--- src/rtl/seg_frame_decoder.sv ---
// Snoops a multiplexed 4-digit active-low 7-segment display: each digit is captured after a
// stable anode dwell, and complete frames are presented through a valid/ready handshake.
module seg_frame_decoder #(
  parameter int unsigned STABLE_CYCLES = 4,
  parameter int unsigned TIMEOUT       = 1000000
) (
  input  logic        clk,
  input  logic        rst_n,
  input  logic [3:0]  anode,
  input  logic        a,
  input  logic        b,
  input  logic        c,
  input  logic        d,
  input  logic        e,
  input  logic        f,
  input  logic        g,
  input  logic        dp,
  input  logic        frame_ready,
  output logic [15:0] digits,
  output logic [3:0]  dps,
  output logic [3:0]  blank,
  output logic [3:0]  bad,
  output logic        frame_valid,
  output logic        timeout
);

  localparam int unsigned StabW = $clog2(STABLE_CYCLES + 1);
  localparam int unsigned IdleW = $clog2(TIMEOUT + 1);
  localparam logic [StabW-1:0] StabMax = StabW'(STABLE_CYCLES);
  localparam logic [IdleW-1:0] IdleMax = IdleW'(TIMEOUT);

  typedef enum logic [1:0] {StIdle, StScan, StHold} state_e;

  state_e            state_q, state_d;
  logic [3:0]        anode_q, anode_d;
  logic [StabW-1:0]  stab_q, stab_d;
  logic [IdleW-1:0]  idle_q, idle_d, idle_inc;
  logic [3:0]        seen_q, seen_d;
  logic [15:0]       digits_q, digits_d;
  logic [3:0]        dps_q, dps_d;
  logic [3:0]        blank_q, blank_d;
  logic [3:0]        bad_q, bad_d;
  logic              frame_valid_q, frame_valid_d;
  logic              timeout_q, timeout_d;

  logic [6:0] pat;
  logic [3:0] dec_val;
  logic       dec_hit;
  logic       is_blank;
  logic       anode_ok;
  logic [1:0] sel;
  logic       same;
  logic       capture;
  logic       take;

  always_comb begin
    pat     = {g, f, e, d, c, b, a};
    dec_val = 4'h0;
    dec_hit = 1'b1;
    case (pat)
      7'h40: dec_val = 4'h0;
      7'h79: dec_val = 4'h1;
      7'h24: dec_val = 4'h2;
      7'h30: dec_val = 4'h3;
      7'h19: dec_val = 4'h4;
      7'h12: dec_val = 4'h5;
      7'h02: dec_val = 4'h6;
      7'h78: dec_val = 4'h7;
      7'h00: dec_val = 4'h8;
      7'h10: dec_val = 4'h9;
      7'h08: dec_val = 4'hA;
      7'h03: dec_val = 4'hB;
      7'h46: dec_val = 4'hC;
      7'h21: dec_val = 4'hD;
      7'h06: dec_val = 4'hE;
      7'h0E: dec_val = 4'hF;
      default: dec_hit = 1'b0;
    endcase
    is_blank = (pat == 7'h7F);
  end

  always_comb begin
    anode_ok = 1'b1;
    sel      = 2'd0;
    unique case (anode)
      4'b1110: sel = 2'd0;
      4'b1101: sel = 2'd1;
      4'b1011: sel = 2'd2;
      4'b0111: sel = 2'd3;
      default: anode_ok = 1'b0;
    endcase
  end

  // Dwell counter saturates at STABLE_CYCLES so each dwell captures exactly once.
  always_comb begin
    anode_d = anode;
    same    = anode_ok && (anode == anode_q);
    stab_d  = '0;
    if (anode_ok) begin
      if (!same)                 stab_d = StabW'(1);
      else if (stab_q == StabMax) stab_d = stab_q;
      else                        stab_d = stab_q + 1'b1;
    end
    capture = anode_ok && (stab_d == StabMax) && !(same && (stab_q == StabMax));
  end

  always_comb begin
    state_d   = state_q;
    idle_d    = idle_q;
    idle_inc  = idle_q + 1'b1;
    seen_d    = seen_q;
    digits_d  = digits_q;
    dps_d     = dps_q;
    blank_d   = blank_q;
    bad_d     = bad_q;
    timeout_d = 1'b0;
    take      = 1'b0;

    unique case (state_q)
      StIdle: begin
        if (anode_ok) begin
          state_d = StScan;
          take    = capture;
        end
      end
      StScan: begin
        take = capture;
        if (capture) begin
          idle_d = '0;
        end else if (idle_inc == IdleMax) begin
          timeout_d = 1'b1;
          seen_d    = '0;
          idle_d    = '0;
        end else begin
          idle_d = idle_inc;
        end
      end
      StHold: begin
        // A capture coinciding with the handshake opens the next frame.
        if (frame_ready) begin
          state_d = StScan;
          seen_d  = '0;
          idle_d  = '0;
          take    = capture;
        end
      end
      default: state_d = StIdle;
    endcase

    if (take) begin
      digits_d[{sel, 2'b00} +: 4] = dec_val;
      dps_d[sel]   = ~dp;
      blank_d[sel] = is_blank;
      bad_d[sel]   = !is_blank && !dec_hit;
      seen_d[sel]  = 1'b1;
      if (state_q != StHold && seen_d == 4'hF) state_d = StHold;
    end

    frame_valid_d = (state_d == StHold);
  end

  always_ff @(posedge clk or negedge rst_n) begin
    if (!rst_n) begin
      state_q       <= StIdle;
      anode_q       <= 4'hF;
      stab_q        <= '0;
      idle_q        <= '0;
      seen_q        <= '0;
      digits_q      <= '0;
      dps_q         <= '0;
      blank_q       <= '0;
      bad_q         <= '0;
      frame_valid_q <= 1'b0;
      timeout_q     <= 1'b0;
    end else begin
      state_q       <= state_d;
      anode_q       <= anode_d;
      stab_q        <= stab_d;
      idle_q        <= idle_d;
      seen_q        <= seen_d;
      digits_q      <= digits_d;
      dps_q         <= dps_d;
      blank_q       <= blank_d;
      bad_q         <= bad_d;
      frame_valid_q <= frame_valid_d;
      timeout_q     <= timeout_d;
    end
  end

  assign digits      = digits_q;
  assign dps         = dps_q;
  assign blank       = blank_q;
  assign bad         = bad_q;
  assign frame_valid = frame_valid_q;
  assign timeout     = timeout_q;

endmodule

--- config.mk ---
export PLATFORM = sky130hd
export DESIGN_NAME = seg_frame_decoder
export DESIGN_NICKNAME = d
export VERILOG_FILES = /design/src/rtl/seg_frame_decoder.sv
export SDC_FILE = /design/constraint.sdc
export NUM_CORES = 1
export LEC_CHECK = 0
export CAP_MARGIN = 20
export CORE_MARGIN = 4
export CORE_UTILIZATION = 40
export CTS_CLUSTER_DIAMETER = 50
export CTS_CLUSTER_SIZE = 24
export DETAILED_ROUTE_END_ITERATION = 8
export PLACE_DENSITY = 0.68
export SLEW_MARGIN = 5
export SYNTH_ARGS = -nofsm -noshare
export SYNTH_HDL_FRONTEND = slang
export SYNTH_SLANG_ARGS = --single-unit
--- constraint.sdc ---
create_clock -name clk -period 4 [get_ports clk]
set_input_delay 0.8 -clock clk [delete_from_list [all_inputs] [get_ports clk]]
set_output_delay 0.8 -clock clk [all_outputs]
set_load 0.005 [all_outputs]
==> impl_metrics.py <==
metrics = {
    "grt": {
        "track_usage": 0.163,
        "first_global_vias": 3020,
        "grt-ovfl-total": 0,
        "grt_pass1_wl_um": 14900,
        "grt_start_max_net_pins": 41,
        "grt_antenna_before_repair": 0,
    },
    "floorplanning": {
        "row_count": 35,
        "coreArea_mm2": 0.00928,
        "pin_count": 45,
        "die_area_mm2": 0.0112,
        "initial_core_util": 0.411,
        "fp.dieH_um": 106,
        "die_w_um": 106,
    },
    "cells_and_area": {
        "final_cell_mix": "dfrtp_1 (59), clkdlybuf4s50_1 (43), nor2_1 (40)",
        "drive_gt1_frac": 0.140,
        "nFillCells": 892,
        "regArea_mm2": 0.00158,
        "antenna_cells": 0,
        "nNetsFinal": 466,
        "syn_to_final_growth_pct": 19.5,
        "final_util": 0.492,
        "final_common_cell": "dfrtp_1",
        "design_area_mm2": 0.00457,
        "multiInputGateArea_mm2": 0.00208,
    },
    "synthesis": {
        "ys_types": 62,
        "syn_area_mm2": 0.00382,
        "async_flop_share": 1.00,
        "synth_nets": 428,
        "syn-instance-count": 400,
        "synth-edff-count": 0,
        "syn_avg_cell_area_um2": 9.55,
        "ys_seq_area_frac": 0.414,
        "yosys_warnings": 0,
        "ys_ff_latch": 63,
        "ys.flop_type": "dfrtp_1",
    },
    "placement": {
        "io_buffer_count": 44,
        "place.gp.congestion": 0.858,
        "dp_slack_ps": 653,
        "hpwl_um": 6450,
        "postPlaceCellArea_mm2": 0.00435,
    },
    "clock_network": {
        "cts_buffer_depth": 2,
        "cts_resized": 0,
        "post_cts_buffers": 0,
        "cts_tree": "built",
        "clkLatencyLatePin_ps": 350,
        "cts.htree.levels": 3,
        "clk_pin_slew_ps": 70,
        "numCtsBuffers": 9,
        "ctsRootBufferMaster": "clkbuf_8",
        "postCtsHoldBufs": 0,
        "cts.sinks": 63,
    },
    "routing": {
        "top_layer": "met4",
        "met1Wirelength_um": 4120,
        "ant_nets": 0,
        "wl_met3_um": 403,
        "drc": 0,
        "vias_per_cell": 5.59,
        "drt_first_pass_iters": 4,
        "wl_um": 8940,
        "wl_per_cell_um": 15.6,
        "wl_met2_um": 4260,
        "drtIter0Drc": 135,
        "num_vias": 3197,
    },
    "setup_path": {
        "rr_startpoint": "idle_q[2]",
        "r2r_end": "idle_q[14]",
        "crit_type": "input pin to flip-flop",
        "max_stage_delay_ps": 600,
        "rr_worst_depth": 7,
        "critPathLaunchType": "input pin",
        "cp.arrival_ps": 3220,
        "cp-end-kind": "flip-flop",
        "path_cells": "clkdlybuf4s50_1 > xor2_1 > a21oi_1 > mux2i_1 > nand3b_1 > a2111oi_4 > buf_4 > nand2_2 > mux2_1",
        "reg2reg_setup_slack_ps": 1120,
        "critPathMaxFanout": 10,
        "startpoint": "anode[3]",
        "cp_slowest_cell": "clkdlybuf4s50_1",
        "critPathRequiredTime_ps": 4230,
    },
    "timing": {
        "finalSetupTns_ps": 0,
        "maxSlewViolCount": 0,
        "timing.final.crit_share": 0.746,
        "clock.fmax_ghz": 0.335,
        "rsz0062_at_grt": "no",
        "worstMarginPinSlew_ps": 985,
        "finalHoldViolCount": 0,
        "layout_setup_ws_ps": 1010,
        "slew_headroom": 0.343,
        "setup_viol": 0,
        "min_period_ps": 2990,
        "fin_skew_ps": 6.50,
    },
    "power": {
        "power_density_mw_per_mm2": 396,
        "ir_worst_vdd_v": 0.000202,
        "leakage_nw": 1.98,
    },
    "worst_hold_path": {
        "min_path_cells": 1,
        "hp-start": "seen_q[2]",
        "holdPathEnd": "seen_q[2]",
        "hp-class": "flip-flop to flip-flop",
    },
    "job": {
        "drv_cap": 0,
    },
    "status": {
        "status": "finished, final reports clean",
    },
}
-- routing by layer --
metal | vias up | global-route usage
li1 | 1529 | -
met4 | 0 | 0.0675
met1 | 1572 | 0.216
met3 | 13 | 0.0312
met2 | 83 | 0.262
met5 | - | 0
-- per-stage QoR --
step	hold slack, ps	std cells	power, mW
CTS	506	572	1.82
finish	502	572	1.81
global placement	483	556	1.19
floorplan	466	400	1.10
detailed placement	486	556	1.21
global route	522	572	1.90
-- cell families after synthesis --
family	share of synthesized area
and+or+nand+nor	0.231
buffers and inverters	0.0432
AOI/OAI and AO/OA	0.136
adders and majority gates	0.0426
xor gates and xnor gates	0.0367
muxes	0.0973
DFF	0.414
-- power by group --
| group | switching (mW) | leakage [nW] | internal, mW |
|---|---|---|---|
| clock | 0.258 | 0.102 | 0.349 |
| combinational | 0.256 | 1.04 | 0.163 |
| sequential | 0.0912 | 0.830 | 0.692 |
| total | 0.605 | 1.98 | 1.20 |
-- final cells by class --
cell class              count  area share
repair buffers             48       0.102
multi-input cells         298       0.455
flip-flops and latches     63       0.346
clock buffers              10      0.0280
inverters                  18      0.0148
well taps                 129      0.0354
clock inverters             6      0.0186
-- synthesized netlist by cell type, drive strengths merged, types with 8 or more instances --
cell / number / share of area
nand4: 13 / 0.027
nand3: 23 / 0.030
nor2: 40 / 0.039
buf: 8 / 0.012
ha: 13 / 0.043
mux2: 25 / 0.074
a22o: 10 / 0.023
clkbuf: 13 / 0.013
mux2i: 9 / 0.024
nor4: 10 / 0.018
dfrtp: 59 / 0.39
xnor2: 10 / 0.023
nand3b: 8 / 0.016
inv: 18 / 0.018
a21oi: 12 / 0.016
nand2: 37 / 0.038
o21ai: 9 / 0.012
-- critical path: cells and delay by family --
family          cells  cell delay [ps]
xor+xnor            1              210
buf+inv             2              830
simple gates        2              310
mux                 2              580
compound gates      2              460
-- how the worst max path moves through the flow --
stage              to  slack, ps
6_report       bad[1]       1010
4_1_cts        bad[1]       1030
3_5_place_dp   bad[1]        650
5_1_grt        bad[1]        830
2_1_floorplan  bad[1]       1330
3_3_place_gp   bad[1]        730
-- flip-flops by register name, summed over array words and instances (netlist names) --
signal / flops
anode_q: 4
frame_valid: 1
digits: 16
idle_q: 20
seen_q: 4
state_q: 2
dps: 4
blank: 4
bad: 4
timeout: 1
stab_q: 3
Power figures use the tool's default switching activity.
